### config.mk
export PLATFORM = sky130hd
export DESIGN_NAME = csr_file
export DESIGN_NICKNAME = d
export VERILOG_FILES = /design/src/rtl/csr_pkg.sv /design/src/rtl/csr_counter64.sv /design/src/rtl/csr_file.sv
export SDC_FILE = /design/constraint.sdc
export NUM_CORES = 1
export LEC_CHECK = 0
export BUFFER_PORTS_ARGS = -buffer_cell sky130_fd_sc_hd__buf_4
export CAP_MARGIN = 0
export CORE_MARGIN = 4
export CORE_UTILIZATION = 25
export CTS_CLUSTER_DIAMETER = 30
export DETAILED_ROUTE_END_ITERATION = 12
export PLACE_DENSITY = 0.43
export RECOVER_POWER = 50
export SYNTH_ARGS = -nofsm -noshare
export SYNTH_HDL_FRONTEND = slang
export SYNTH_HIERARCHICAL = 1
export SYNTH_SLANG_ARGS = --single-unit
export TNS_END_PERCENT = 100
### constraint.sdc
create_clock -name clk -period 2.5 [get_ports clk]
set_input_delay 0.25 -clock clk [delete_from_list [all_inputs] [get_ports clk]]
set_output_delay 0.25 -clock clk [all_outputs]
set_load 0.01 [all_outputs]
### src/rtl/csr_pkg.sv
// Shared definitions for the machine-mode CSR path: addresses, mstatus
// layout, write masks and small decode helpers used by csr_file.
package csr_pkg;

  // Machine-mode CSR addresses
  localparam logic [11:0] CSR_MSTATUS   = 12'h300;
  localparam logic [11:0] CSR_MISA      = 12'h301;
  localparam logic [11:0] CSR_MIE       = 12'h304;
  localparam logic [11:0] CSR_MTVEC     = 12'h305;
  localparam logic [11:0] CSR_MSCRATCH  = 12'h340;
  localparam logic [11:0] CSR_MEPC      = 12'h341;
  localparam logic [11:0] CSR_MCAUSE    = 12'h342;
  localparam logic [11:0] CSR_MTVAL     = 12'h343;
  localparam logic [11:0] CSR_MIP       = 12'h344;
  localparam logic [11:0] CSR_MCYCLE    = 12'hB00;
  localparam logic [11:0] CSR_MINSTRET  = 12'hB02;
  localparam logic [11:0] CSR_MCYCLEH   = 12'hB80;
  localparam logic [11:0] CSR_MINSTRETH = 12'hB82;
  localparam logic [11:0] CSR_CYCLE     = 12'hC00;
  localparam logic [11:0] CSR_INSTRET   = 12'hC02;
  localparam logic [11:0] CSR_CYCLEH    = 12'hC80;
  localparam logic [11:0] CSR_INSTRETH  = 12'hC82;
  localparam logic [11:0] CSR_MHARTID   = 12'hF14;

  // mstatus layout: only MIE and MPIE are stored, MPP reads as machine mode
  localparam int unsigned MSTATUS_MIE_BIT  = 32'd3;
  localparam int unsigned MSTATUS_MPIE_BIT = 32'd7;
  localparam logic [1:0]  MSTATUS_MPP_M    = 2'b11;
  localparam logic [31:0] MSTATUS_FIXED    = {19'h0, MSTATUS_MPP_M, 11'h0};
  localparam logic [31:0] MSTATUS_WMASK    = 32'h0000_0088;

  // mie: only MSIE(3), MTIE(7), MEIE(11) exist
  localparam logic [31:0] MIE_WMASK = 32'h0000_0888;

  // mtvec/mepc are word aligned (direct mode, IALIGN=32)
  localparam logic [31:0] ALIGN_MASK = 32'hFFFF_FFFC;

  // SYSTEM opcode, shared with the CSR forwarding unit
  localparam logic [6:0] CSR_OPCODE = 7'b1110011;

  // Stored part of mstatus
  typedef struct packed {
    logic mpie;
    logic mie;
  } mstatus_t;

  // Expand the stored mstatus bits into the architectural read value
  function automatic logic [31:0] mstatus_read(input mstatus_t ms);
    logic [31:0] v;
    v = MSTATUS_FIXED;
    v[MSTATUS_MIE_BIT]  = ms.mie;
    v[MSTATUS_MPIE_BIT] = ms.mpie;
    return v;
  endfunction

  // True for addresses whose storage a CSR write can change
  function automatic logic csr_writable(input logic [11:0] addr);
    logic w;
    case (addr)
      CSR_MSTATUS, CSR_MIE, CSR_MTVEC, CSR_MSCRATCH, CSR_MEPC,
      CSR_MCAUSE, CSR_MTVAL, CSR_MCYCLE, CSR_MINSTRET,
      CSR_MCYCLEH, CSR_MINSTRETH: w = 1'b1;
      default:                    w = 1'b0;
    endcase
    return w;
  endfunction

  // Value a write leaves behind, as it reads back
  function automatic logic [31:0] csr_write_mask(input logic [11:0] addr,
                                                 input logic [31:0] wdata);
    logic [31:0] v;
    case (addr)
      CSR_MSTATUS:         v = (wdata & MSTATUS_WMASK) | MSTATUS_FIXED;
      CSR_MIE:             v = wdata & MIE_WMASK;
      CSR_MTVEC, CSR_MEPC: v = wdata & ALIGN_MASK;
      default:             v = wdata;
    endcase
    return v;
  endfunction

endpackage

### src/rtl/csr_counter64.sv
// 64-bit free-running counter with independent low/high half writes.
// A half write replaces that half and blocks the increment for the cycle;
// the increment carries from the low into the high half in one cycle.
module csr_counter64 (
  input  logic        clk,
  input  logic        rst_n,
  input  logic        inc_i,
  input  logic        wr_lo_i,
  input  logic        wr_hi_i,
  input  logic [31:0] wdata_i,
  output logic [63:0] count_o
);

  logic [63:0] count_q;
  logic [63:0] count_d;

  // Next count: half write wins over increment
  always_comb begin
    count_d = count_q;
    if (wr_lo_i) begin
      count_d = {count_q[63:32], wdata_i};
    end else if (wr_hi_i) begin
      count_d = {wdata_i, count_q[31:0]};
    end else if (inc_i) begin
      count_d = count_q + 64'd1;
    end else begin
      count_d = count_q;
    end
  end

  // Counter register with synchronous reset
  always_ff @(posedge clk) begin
    if (!rst_n) begin
      count_q <= 64'd0;
    end else begin
      count_q <= count_d;
    end
  end

  assign count_o = count_q;

endmodule

### src/rtl/csr_file.sv
// Machine-mode CSR storage: combinational ID read port with WB bypass,
// WB write port, trap/mret state updates and the cycle/instret counters.
import csr_pkg::*;

module csr_file #(
  parameter logic [31:0] HART_ID     = 32'h0000_0000,
  parameter logic [31:0] MISA_VALUE  = 32'h4000_0100,
  parameter logic [31:0] RESET_MTVEC = 32'h0000_0000
) (
  input  logic        clk,
  input  logic        rst_n,
  input  logic [11:0] csr_addr_in_id,
  output logic [31:0] csr_rdata_out,
  output logic        csr_illegal_out,
  input  logic        wr_csr_n_in_wb,
  input  logic [11:0] csr_addr_in_wb,
  input  logic [31:0] csr_wdata_in_wb,
  input  logic        retire_in_wb,
  input  logic        trap_in_wb,
  input  logic [31:0] trap_pc_in_wb,
  input  logic [31:0] trap_cause_in_wb,
  input  logic [31:0] trap_val_in_wb,
  input  logic        mret_in_wb,
  output logic [31:0] mtvec_out,
  output logic [31:0] mepc_out,
  output logic        mstatus_mie_out
);

  mstatus_t    mstatus_q, mstatus_d;
  logic [31:0] mie_q, mie_d;
  logic [31:0] mtvec_q, mtvec_d;
  logic [31:0] mscratch_q, mscratch_d;
  logic [31:0] mepc_q, mepc_d;
  logic [31:0] mcause_q, mcause_d;
  logic [31:0] mtval_q, mtval_d;

  logic [63:0] mcycle_s;
  logic [63:0] minstret_s;

  logic        wr_en_s;
  logic        bypass_s;
  logic [31:0] rdata_s;
  logic        illegal_s;

  // A trap in WB squashes the instruction's CSR write
  assign wr_en_s  = ~wr_csr_n_in_wb & ~trap_in_wb;
  assign bypass_s = ~wr_csr_n_in_wb & (csr_addr_in_wb == csr_addr_in_id)
                    & csr_writable(csr_addr_in_id);

  csr_counter64 u_mcycle (
    .clk     (clk),
    .rst_n   (rst_n),
    .inc_i   (1'b1),
    .wr_lo_i (wr_en_s & (csr_addr_in_wb == CSR_MCYCLE)),
    .wr_hi_i (wr_en_s & (csr_addr_in_wb == CSR_MCYCLEH)),
    .wdata_i (csr_wdata_in_wb),
    .count_o (mcycle_s)
  );

  csr_counter64 u_minstret (
    .clk     (clk),
    .rst_n   (rst_n),
    .inc_i   (retire_in_wb),
    .wr_lo_i (wr_en_s & (csr_addr_in_wb == CSR_MINSTRET)),
    .wr_hi_i (wr_en_s & (csr_addr_in_wb == CSR_MINSTRETH)),
    .wdata_i (csr_wdata_in_wb),
    .count_o (minstret_s)
  );

  // Next state: trap beats mret beats CSR write
  always_comb begin
    mstatus_d  = mstatus_q;
    mie_d      = mie_q;
    mtvec_d    = mtvec_q;
    mscratch_d = mscratch_q;
    mepc_d     = mepc_q;
    mcause_d   = mcause_q;
    mtval_d    = mtval_q;
    if (trap_in_wb) begin
      mepc_d         = trap_pc_in_wb & ALIGN_MASK;
      mcause_d       = trap_cause_in_wb;
      mtval_d        = trap_val_in_wb;
      mstatus_d.mpie = mstatus_q.mie;
      mstatus_d.mie  = 1'b0;
    end else begin
      if (mret_in_wb) begin
        mstatus_d.mie  = mstatus_q.mpie;
        mstatus_d.mpie = 1'b1;
      end else if (wr_en_s && (csr_addr_in_wb == CSR_MSTATUS)) begin
        mstatus_d.mie  = csr_wdata_in_wb[MSTATUS_MIE_BIT];
        mstatus_d.mpie = csr_wdata_in_wb[MSTATUS_MPIE_BIT];
      end else begin
        mstatus_d = mstatus_q;
      end
      if (wr_en_s) begin
        case (csr_addr_in_wb)
          CSR_MIE:      mie_d      = csr_wdata_in_wb & MIE_WMASK;
          CSR_MTVEC:    mtvec_d    = csr_wdata_in_wb & ALIGN_MASK;
          CSR_MSCRATCH: mscratch_d = csr_wdata_in_wb;
          CSR_MEPC:     mepc_d     = csr_wdata_in_wb & ALIGN_MASK;
          CSR_MCAUSE:   mcause_d   = csr_wdata_in_wb;
          CSR_MTVAL:    mtval_d    = csr_wdata_in_wb;
          default:      mie_d      = mie_q;
        endcase
      end else begin
        mie_d = mie_q;
      end
    end
  end

  // CSR storage with synchronous reset discarding same-cycle updates
  always_ff @(posedge clk) begin
    if (!rst_n) begin
      mstatus_q  <= '{mpie: 1'b0, mie: 1'b0};
      mie_q      <= 32'h0;
      mtvec_q    <= RESET_MTVEC;
      mscratch_q <= 32'h0;
      mepc_q     <= 32'h0;
      mcause_q   <= 32'h0;
      mtval_q    <= 32'h0;
    end else begin
      mstatus_q  <= mstatus_d;
      mie_q      <= mie_d;
      mtvec_q    <= mtvec_d;
      mscratch_q <= mscratch_d;
      mepc_q     <= mepc_d;
      mcause_q   <= mcause_d;
      mtval_q    <= mtval_d;
    end
  end

  // Read mux for the ID-stage address; unknown addresses flag illegal
  always_comb begin
    rdata_s   = 32'h0;
    illegal_s = 1'b0;
    case (csr_addr_in_id)
      CSR_MSTATUS:                   rdata_s = mstatus_read(mstatus_q);
      CSR_MISA:                      rdata_s = MISA_VALUE;
      CSR_MIE:                       rdata_s = mie_q;
      CSR_MTVEC:                     rdata_s = mtvec_q;
      CSR_MSCRATCH:                  rdata_s = mscratch_q;
      CSR_MEPC:                      rdata_s = mepc_q;
      CSR_MCAUSE:                    rdata_s = mcause_q;
      CSR_MTVAL:                     rdata_s = mtval_q;
      CSR_MIP:                       rdata_s = 32'h0;
      CSR_MCYCLE, CSR_CYCLE:         rdata_s = mcycle_s[31:0];
      CSR_MCYCLEH, CSR_CYCLEH:       rdata_s = mcycle_s[63:32];
      CSR_MINSTRET, CSR_INSTRET:     rdata_s = minstret_s[31:0];
      CSR_MINSTRETH, CSR_INSTRETH:   rdata_s = minstret_s[63:32];
      CSR_MHARTID:                   rdata_s = HART_ID;
      default: begin
        rdata_s   = 32'h0;
        illegal_s = 1'b1;
      end
    endcase
  end

  // Same-cycle WB write to the address being read is forwarded as it will read back
  assign csr_rdata_out   = bypass_s ? csr_write_mask(csr_addr_in_id, csr_wdata_in_wb)
                                    : rdata_s;
  assign csr_illegal_out = illegal_s;

  assign mtvec_out       = mtvec_q;
  assign mepc_out        = mepc_q;
  assign mstatus_mie_out = mstatus_q.mie;

endmodule

After elaboration in Yosys (flattened, before gate mapping) --
Cells that the tools add are included.
Word-level totals: flip-flop bits (word level) 289, bits of input ports 158, output and inout bits 98, logic and storage cells 104
Operators by class: add/sub/neg operators 2, equality and inequality tests 32, multiplexer cells 22, bitwise logic cells 11, reductions and logical operators 25
Operator list (count):
- $mux 32 | 12
- $pmux 32 s12 | 1
- $eq 12x10->1 const B | 16
- $mux 64 | 3
- $eq 12x12->1 const B | 13
- $add 64x1->64 const B | 2
- $pmux 32 s3 | 1
- $reduce_or 18->1 | 1
- $reduce_bool 2->1 | 7
- $eq 12x12->1 | 1
- $reduce_or 2->1 | 6
- $reduce_or 11->1 | 1
- $reduce_and 2->1 | 5
- $reduce_and 3->1 | 3
- $and 1x1->1 | 7
- $mux 2 | 3
- $ne 2x1->1 const B | 2
- $not 1->1 | 4
- $reduce_bool 3->1 | 1
- $mux 1 | 2
- $logic_and 1x1->1 | 1

Depth between registers and ports, before layout --
Gate-level depths: netlist of run 1.
depth in word-level cells 6, gate-level depth with buffers 12, mapped depth without buffers 9

Modules after synthesis --
Netlist of run 1, hierarchy kept.
By module, submodules not included:
- csr_file | instances 1, cells each 1070, area each 9830.7 µm², sequential area each 3223.1 µm²
- csr_counter64 (u_minstret) | instances 1, cells each 564, area each 4245.3 µm², sequential area each 1281.2 µm²
- csr_counter64 (u_mcycle) | instances 1, cells each 546, area each 4048.9 µm², sequential area each 1281.2 µm²

Worst setup path before layout of run 1 --
No wires, ideal clock.
path type input to register, from input port csr_addr_in_wb[0], to register u_mcycle.count_q[23] (netlist: u_mcycle/count_o[23]), library setup time 86 ps, arrival time 2355 ps, data required time 2414 ps, path slack 60 ps, cell stages on the path 11, buffers on the path 2, path through clkbuf_1 nor3_1 nand2_1 nor3_1 clkbuf_1 nand2b_1 nor3_1 and3_1 nand3_1 xor2_1 a211oi_1
Between the ends: longest elaborated chain between the ends 3, elaborated cells between the ends (all ways) 6, those cells by class eq/ne: 3; mux: 1; bitwise: 2
RTL lines:
- from (decl) | line csr_file.sv:16 | input logic [11:0] csr_addr_in_wb,
- $eq 12x12->1, on equally long branches | line csr_file.sv:55, csr_file.sv:54
- $and 1x1->1, on equally long branches | line csr_file.sv:55, csr_file.sv:54
- $ne 2x1->1 (no line) or $mux 32 (tied branches)
- to (signal assigned) | line csr_counter64.sv:36 | count_q <= count_d;
- to (decl) | line csr_counter64.sv:14 | logic [63:0] count_q;
Several ways; a longest one is shown, not always the timed one. A chain may end at the register's enable or synchronous reset.

Worst setup path in the final report of run 1 --
from register mtvec_q[7] (netlist: mtvec_out[7]), to output port csr_rdata_out[7]
Between the ends: longest elaborated chain between the ends 2
RTL lines:
- from (decl) | line csr_file.sv:31 | logic [31:0] mtvec_q, mtvec_d;
- from (signal assigned) | line csr_file.sv:124 | mtvec_q <= mtvec_d;
- $pmux 32 s12 | line csr_file.sv:136 | case (csr_addr_in_id)
- $mux 32 | line csr_file.sv:159 | assign csr_rdata_out = bypass_s ? csr_write_mask(csr_addr_in_id, csr_wdata_in_wb)
- to (decl) | line csr_file.sv:13 | output logic [31:0] csr_rdata_out,
No other way between the ends.

==> run metrics, run 1 <==
syn avg cell area 8.31 um2; top_reg_cell synth dfxtp_1; Clock Tree Root clkbuf_16; switching share of power 0.244; Critical Path RT between 2 and 2.5 ns; clock latency on the worst-skew pair approximately 0.63 ns; Power Total 17,700 uW; failing checks setup timing; max-cap viol count 0; Least-Margin Pin Slew around 1.4 ns; Fin. Hold Viols 0; Synth Cell Area between 0.015 and 0.02 mm2; Setup WS pre-CTS -0.127 ns; Tcrit/Tclk final 1.05; initial antenna violation count 4; layout cells sized above 1 0.302; Clk pwr share 0.640; Seq/Total Area, Yosys 0.319; startpoint types flop; GRT Residual Overflow 0; final wirelength 94.4 mm; CORE AREA 0.0717 mm2; PD cells ~640 mW/mm2; RSZ-0062 raised after global routing yes; CTS tree done; crit-path max FO 2; Die Height between 200 and 300 um; register bit total from synthesis 289; setup tns final -0.198 ns; Post-DP HPWL ~70 mm; area grow syn2layout 52.5%; pin count of the biggest net entering global routing between 60 and 70; Routability Congestion 0.913; cells after synthesis approximately 2,200; # rows a little under 100; CP endpoint kind output port; Async SR Flop Fraction 0; Initial Util 0.253; share of power burned in registers 0.274; clk sink count ~290; critical path arrival approximately 2.4 ns; number of port buffers approximately 250; fin. max-slew vios 0; total CTS buffers 96; first-pass GRT wire length 136 mm; Post-synth EDFFs 0; Worst-path clk slew 0.04 ns; min-delay worst type primary input to flop; Netlist cell types between 90 and 100; synth warn 6; vias in the first global route 20,600; Placed Area between 0.02 and 0.025 mm2; Worst Skew around 0.027 ns; max_slew headroom 0.0623; Max Freq 380 MHz; Pre-antenna DRT Iters 5; status complete, but fails checks; Initial DRC Count between 1,500 and 2,000; final-report setup violation count 3; Layout Nets ~2,900; H-tree levels 3; Ports around 260; drt wl/cell ~25 um; die area 0.0769 mm2; internal power between 10,000 and 15,000 uW; die width approximately 280 um; LEAKAGE between 0.01 and 0.015 uW; Vias approximately 21,000; PnR worst setup slack -0.134 ns; via/cell ratio about 5.5; Total GRT Usage 0.232; clock tree buffer depth 3; ANT nets after route 0; Final Cell Area about 0.028 mm2; Final min period between 2 and 3 ns; critical path class flop to output port; VDD IR-drop max approximately 0.49 mV; Net Switching about 4300 uW; Comb power frac 0.086; Post-route DRC 0
synth_stat cells, types with 18 or more instances:
cell type	instances	area [um2]
dfxtp_1	289	5790
nand2_1	264	991
a21oi_1	204	1020
o21ai_0	177	886
clkbuf_1	127	477
mux2i_1	122	1220
nor2_1	104	390
nand3_1	85	425
nand4_1	69	432
a21boi_0	66	495
mux4_2	48	1080
and3_1	42	263
xor2_1	42	368
nor3_1	34	170
nor4_1	34	213
a31oi_1	30	188
buf_2	28	140
a22o_1	25	219
a211oi_1	22	165
inv_1	21	78.8
o211ai_1	21	158
xnor2_1	21	184
mux2_2	19	214
o2bb2ai_2	19	285
or3_1	18	113
cell usage in the layout, fill, tap and decap left out, types with 21 or more instances in the layout:
master,instances
clkbuf_16,99
dfxtp_1,247
nor3_1,28
dlygate4sd3_1,110
nand3_1,84
o21ai_0,172
buf_4,454
a22o_1,25
nor4_1,32
clkbuf_8,21
clkbuf_1,88
a21boi_0,66
mux2i_1,121
xor2_1,42
nand4_1,69
nand2_1,263
a211oi_1,21
xnor2_1,21
a31oi_1,29
and3_1,41
o211ai_1,21
nor2_1,103
mux4_2,48
a21oi_1,190
dfxtp_2,31
repair_timing:
item                                    4_1_cts  5_1_grt
hold endpoints to repair                    128        0
resized for setup                            76       64
gates cloned                                  0        4
setup buffers                                14       12
endpoints found under the setup margin       26       36
hold buffers                                110        0
pin swaps                                    32       30
final cells by class:
| cell class | count | area, um2 |
|---|---|---|
| fillers | 7249 | 44100 |
| diodes | 3 | 7.51 |
| clock inverters | 26 | 299 |
| inverters | 25 | 98.8 |
| clock buffers | 145 | 2800 |
| flip-flops and latches | 289 | 5870 |
| well taps | 950 | 1190 |
| multi-input cells | 1691 | 11900 |
| repair buffers | 673 | 5480 |
layer usage:
layer	GRT usage	up-vias	wire, um
li1	-	9463	-
met1	0.312	10400	41700
met2	0.379	902	43800
met3	0.0457	151	6600
met4	0.0626	2	2230
met5	0	-	13
kinds of logic after synthesis:
group	share of synthesized area
AO/OA/AOI/OAI	0.243
other	0.000414
buffers and inverters	0.0494
flip-flops	0.319
multiplexers	0.139
XOR/XNOR	0.0304
AND/OR/NAND/NOR	0.217
adder cells (fa/ha/maj)	0.00138
through the flow:
| stage | util | hold WS, ns | std cells |
|---|---|---|---|
| after floorplan | - | 0.386 | 2183 |
| after global placement | 0.321 | 0.446 | 3509 |
| after detailed placement | 0.321 | 0.457 | 3509 |
| after CTS | 0.382 | 0.000360 | 3785 |
| after global routing | 0.385 | 0.0248 | 3799 |
| final | 0.385 | 0.0376 | 3802 |
flip-flops by register name, summed over array words and instances, names as in the netlist:
name and count:
mstatus_q 1, mtvec_out 30, mepc_out 30, mcause_q 32
u_mcycle/count_o 64, mscratch_q 32, mie_q 3, mstatus_mie_out 1
mtval_q 32, u_minstret/count_o 64
path summary, 6_finish.rpt:
| kind | start | to | slack [ns] | cells past startpoint |
|---|---|---|---|---|
| worst min register to register | mscratch_q[29] | mscratch_q[29] | 0.46 | 2 |
| worst max register to register | u_minstret/count_o[10] | u_minstret/count_o[51] | 0.07 | 7 |
| worst min-delay path | csr_wdata_in_wb[25] | mscratch_q[25] | 0.04 | 3 |
| worst max-delay path | mtvec_out[7] | csr_rdata_out[7] | -0.13 | 6 |
critical path: stages (launching register included):
cell and delay, ns:
dfxtp_2 0.32, mux2_4 0.26, a32o_1 0.22, a32o_2 0.27
a311o_1 0.28, mux2_4 0.29, buf_6 0.12
power groups by stage:
stage	logic (uW)	registers, uW	clock network (uW)
after global routing	1630	4880	11800
after floorplan	606	4920	0
after CTS	1530	4870	11500
final	1520	4860	11300
after global placement	1360	4950	0
after detailed placement	1360	4950	0
Power figures use the tool's default switching activity.
==> run 2, diff against run 1 <==
--- a/config.mk
+++ b/config.mk
@@ -9,6 +9,7 @@
 export CAP_MARGIN = 0
 export CORE_MARGIN = 4
 export CORE_UTILIZATION = 25
+export CTS_BUF_LIST = sky130_fd_sc_hd__clkbuf_16
 export CTS_CLUSTER_DIAMETER = 30
 export DETAILED_ROUTE_END_ITERATION = 12
 export PLACE_DENSITY = 0.43
==> run 2 against run 1 <==
Effect of this change: the run still ends with setup timing left; power shrank 4.4%; cell count barely moved; non-clock buffer count increased by 3; combinational power about the same; maximum frequency increased by 0.24%; critical path depth did not move; first-iteration DRC count is 6.8% higher; clock power fell by 6%; register-to-register slack gained 0.03 ns; sequential share of layout area rose by 0.17 points; critical path type unchanged; largest power group unchanged; highest routed layer is now met4.
==> run metrics, run 2 (synthesis gave the netlist of run 1 again) <==
FILL cells 7,275 (was 7,249); share of power burned in registers 0.287 (was 0.274); Post-route DRC 0 (unchanged); CP max stage cell dfxtp_2 (unchanged); CORE AREA 0.0717 mm2 (unchanged); LEAKAGE 0.0101 uW (about the same); CP endpoint kind output port (unchanged); max-cap viol count 0 (unchanged); FF-to-FF Start u_minstret/count_o[5] (was u_minstret/count_o[10]); # rows 98 (unchanged); internal power 12,600 uW (was 13,400 uW); Setup WS pre-CTS -0.127 ns (unchanged); r2r endpoint u_minstret/count_o[51] (unchanged); area grow syn2layout 51.3% (was 52.5%); startpoint types flop (unchanged); max_slew headroom 0.0848 (was 0.0623); Clock Tree Root clkbuf_16 (unchanged); R2R depth 6 (was 7); hold_sp csr_wdata_in_wb[25] (unchanged); via/cell ratio 5.45 (was 5.49); first-pass GRT wire length 136 mm (about the same); commonest non-fill, non-tap cell in the layout buf_4 (unchanged); layout cells sized above 1 0.296 (was 0.302); Final min period 2.63 ns (about the same); Layout Nets 2,939 (was 2,936); Die Height 277 um (unchanged); clock tree buffer depth 3 (unchanged); Post-DP HPWL 68.8 mm (unchanged); Fin. Hold Viols 0 (unchanged); hold_ws 0.0344 ns (was 0.0376 ns); flop2flop setup slack 0.10 ns (was 0.07 ns); critical path class flop to output port (unchanged); switching share of power 0.255 (was 0.244); initial antenna violation count 3 (was 4); Routability Congestion 0.913 (unchanged); die area 0.0769 mm2 (unchanged); met2 WL post-DR 43.8 mm (about the same); Max Freq 381 MHz (was 380 MHz); min-delay worst type primary input to flop (unchanged); VDD IR-drop max 0.490 mV (was 0.494 mV); Final Core Density 0.382 (was 0.385); Initial DRC Count 1,823 (was 1,707); Critical Path RT 2.25 ns (about the same); fin. max-slew vios 0 (unchanged); cell mode on critical path mux2_4 (unchanged); Worst path depth 6 (unchanged); Worst Skew 0.0266 ns (was 0.0269 ns); Net Switching 4320 uW (was 4330 uW); final wirelength 94.5 mm (was 94.4 mm); drt wl/cell 24.9 um (was 24.8 um); crit-path max FO 2 (unchanged); final cell count without fillers 3,804 (was 3,802); clock latency on the worst-skew pair 0.62 ns (was 0.63 ns); setup tns final -0.148 ns (was -0.198 ns); GRT Residual Overflow 0 (unchanged); total CTS buffers 96 (unchanged); WP buf/inv 1 (unchanged); Worst-path clk slew 0.04 ns (about the same); Pre-antenna DRT Iters 5 (unchanged); RSZ-0062 raised after global routing yes (unchanged); PnR worst setup slack -0.127 ns (was -0.134 ns); PD cells 618 mW/mm2 (was 642 mW/mm2); uppermost layer routed met4 (was met5); die width 277 um (unchanged); H-tree levels 3 (unchanged); Vias 20,700 (was 20,900); Met3 Wirelength 6.85 mm (was 6.60 mm); Comb power frac 0.090 (was 0.086); Total GRT Usage 0.232 (about the same); Initial Util 0.253 (unchanged); Ports 256 (unchanged); number of port buffers 249 (unchanged); worst-path cell chain mux2_4, a32o_1, a32o_2, a311o_1, mux2_4, buf_6 (unchanged); Clk pwr share 0.623 (was 0.640); met1 wire length 41.6 mm (was 41.7 mm); Worst path top cell family by delay compound AO/OA/AOI/OAI gates (unchanged); CTS tree done (unchanged); Least-Margin Pin Slew 1.37 ns (was 1.41 ns); dpl cells 3,509 (unchanged); worst stage delay on the critical path 0.32 ns (about the same); pin count of the biggest net entering global routing 65 (unchanged); ANT nets after route 0 (unchanged); status complete, but fails checks (unchanged); vias in the first global route 20,600 (about the same); clk sink count 289 (unchanged); critical path arrival 2.38 ns (about the same); Hold EP mscratch_q[25] (unchanged); Tcrit/Tclk final 1.05 (about the same); failing checks setup timing (unchanged); most frequent cells in the layout 455 x buf_4, 263 x nand2_1, 246 x dfxtp_1 (was 454 x buf_4, 263 x nand2_1, 247 x dfxtp_1); WHS Path Cells 3 (unchanged); final-report setup violation count 3 (unchanged)
==> run 2: worst max-delay path by stage <==
stage,startpoint,to,slack (ns)
CTS,mtvec_out[7],csr_rdata_out[7],-0.21
detailed placement,csr_addr_in_wb[9],u_mcycle/count_o[23],-0.13
floorplan,csr_addr_in_wb[0],u_mcycle/count_o[23],0.06
global placement,csr_addr_in_wb[9],u_mcycle/count_o[23],-0.10
global route,mtvec_out[7],csr_rdata_out[7],-0.17
finish,mtvec_out[7],csr_rdata_out[7],-0.13
==> run 2: power by group through the flow <==
stage,registers [uW],logic (uW),clock network (uW)
4_1_cts,4870,1530,10700
2_1_floorplan,4920,606,0
5_1_grt,4880,1630,11000
3_3_place_gp,4950,1360,0
3_5_place_dp,4950,1360,0
6_report,4860,1530,10600
==> run 2: area by class of cell <==
class,count,area [um2],share of cell area
flip-flops and latches,289,5870,0.214
multi-input cells,1691,11900,0.433
inverters,25,98.8,0.00360
clock inverters,75,483,0.0176
clock buffers,96,2400,0.0876
well taps,950,1190,0.0433
diodes,2,5.00,0.000182
repair buffers,676,5500,0.201
==> run 2: timing repair <==
action	4_1_cts	5_1_grt
pin swaps	31	32
gates resized for setup	69	72
hold buffers	111	0
endpoints found under the setup margin	26	37
gates cloned	0	4
buffers inserted	14	13
hold endpoints to repair	129	0
==> run 2: worst min-delay path: stages <==
cell,delay [ns]
buf_4,0.19
nand2_1,0.08
a21boi_0,0.07
==> run 2: through the flow <==
stage          area [um2]  total power, uW
2_1_floorplan       18100             5530
3_3_place_gp        23000             6310
3_5_place_dp        23000             6320
4_1_cts             27200            17100
5_1_grt             27400            17500
6_report            27400            17000
==> run 2: layer usage <==
layer / global-route usage / vias up
met2: 0.378 / 845
met1: 0.311 / 10300
met3: 0.0476 / 142
met4: 0.0640 / 0
met5: 0 / -
li1: - / 9460
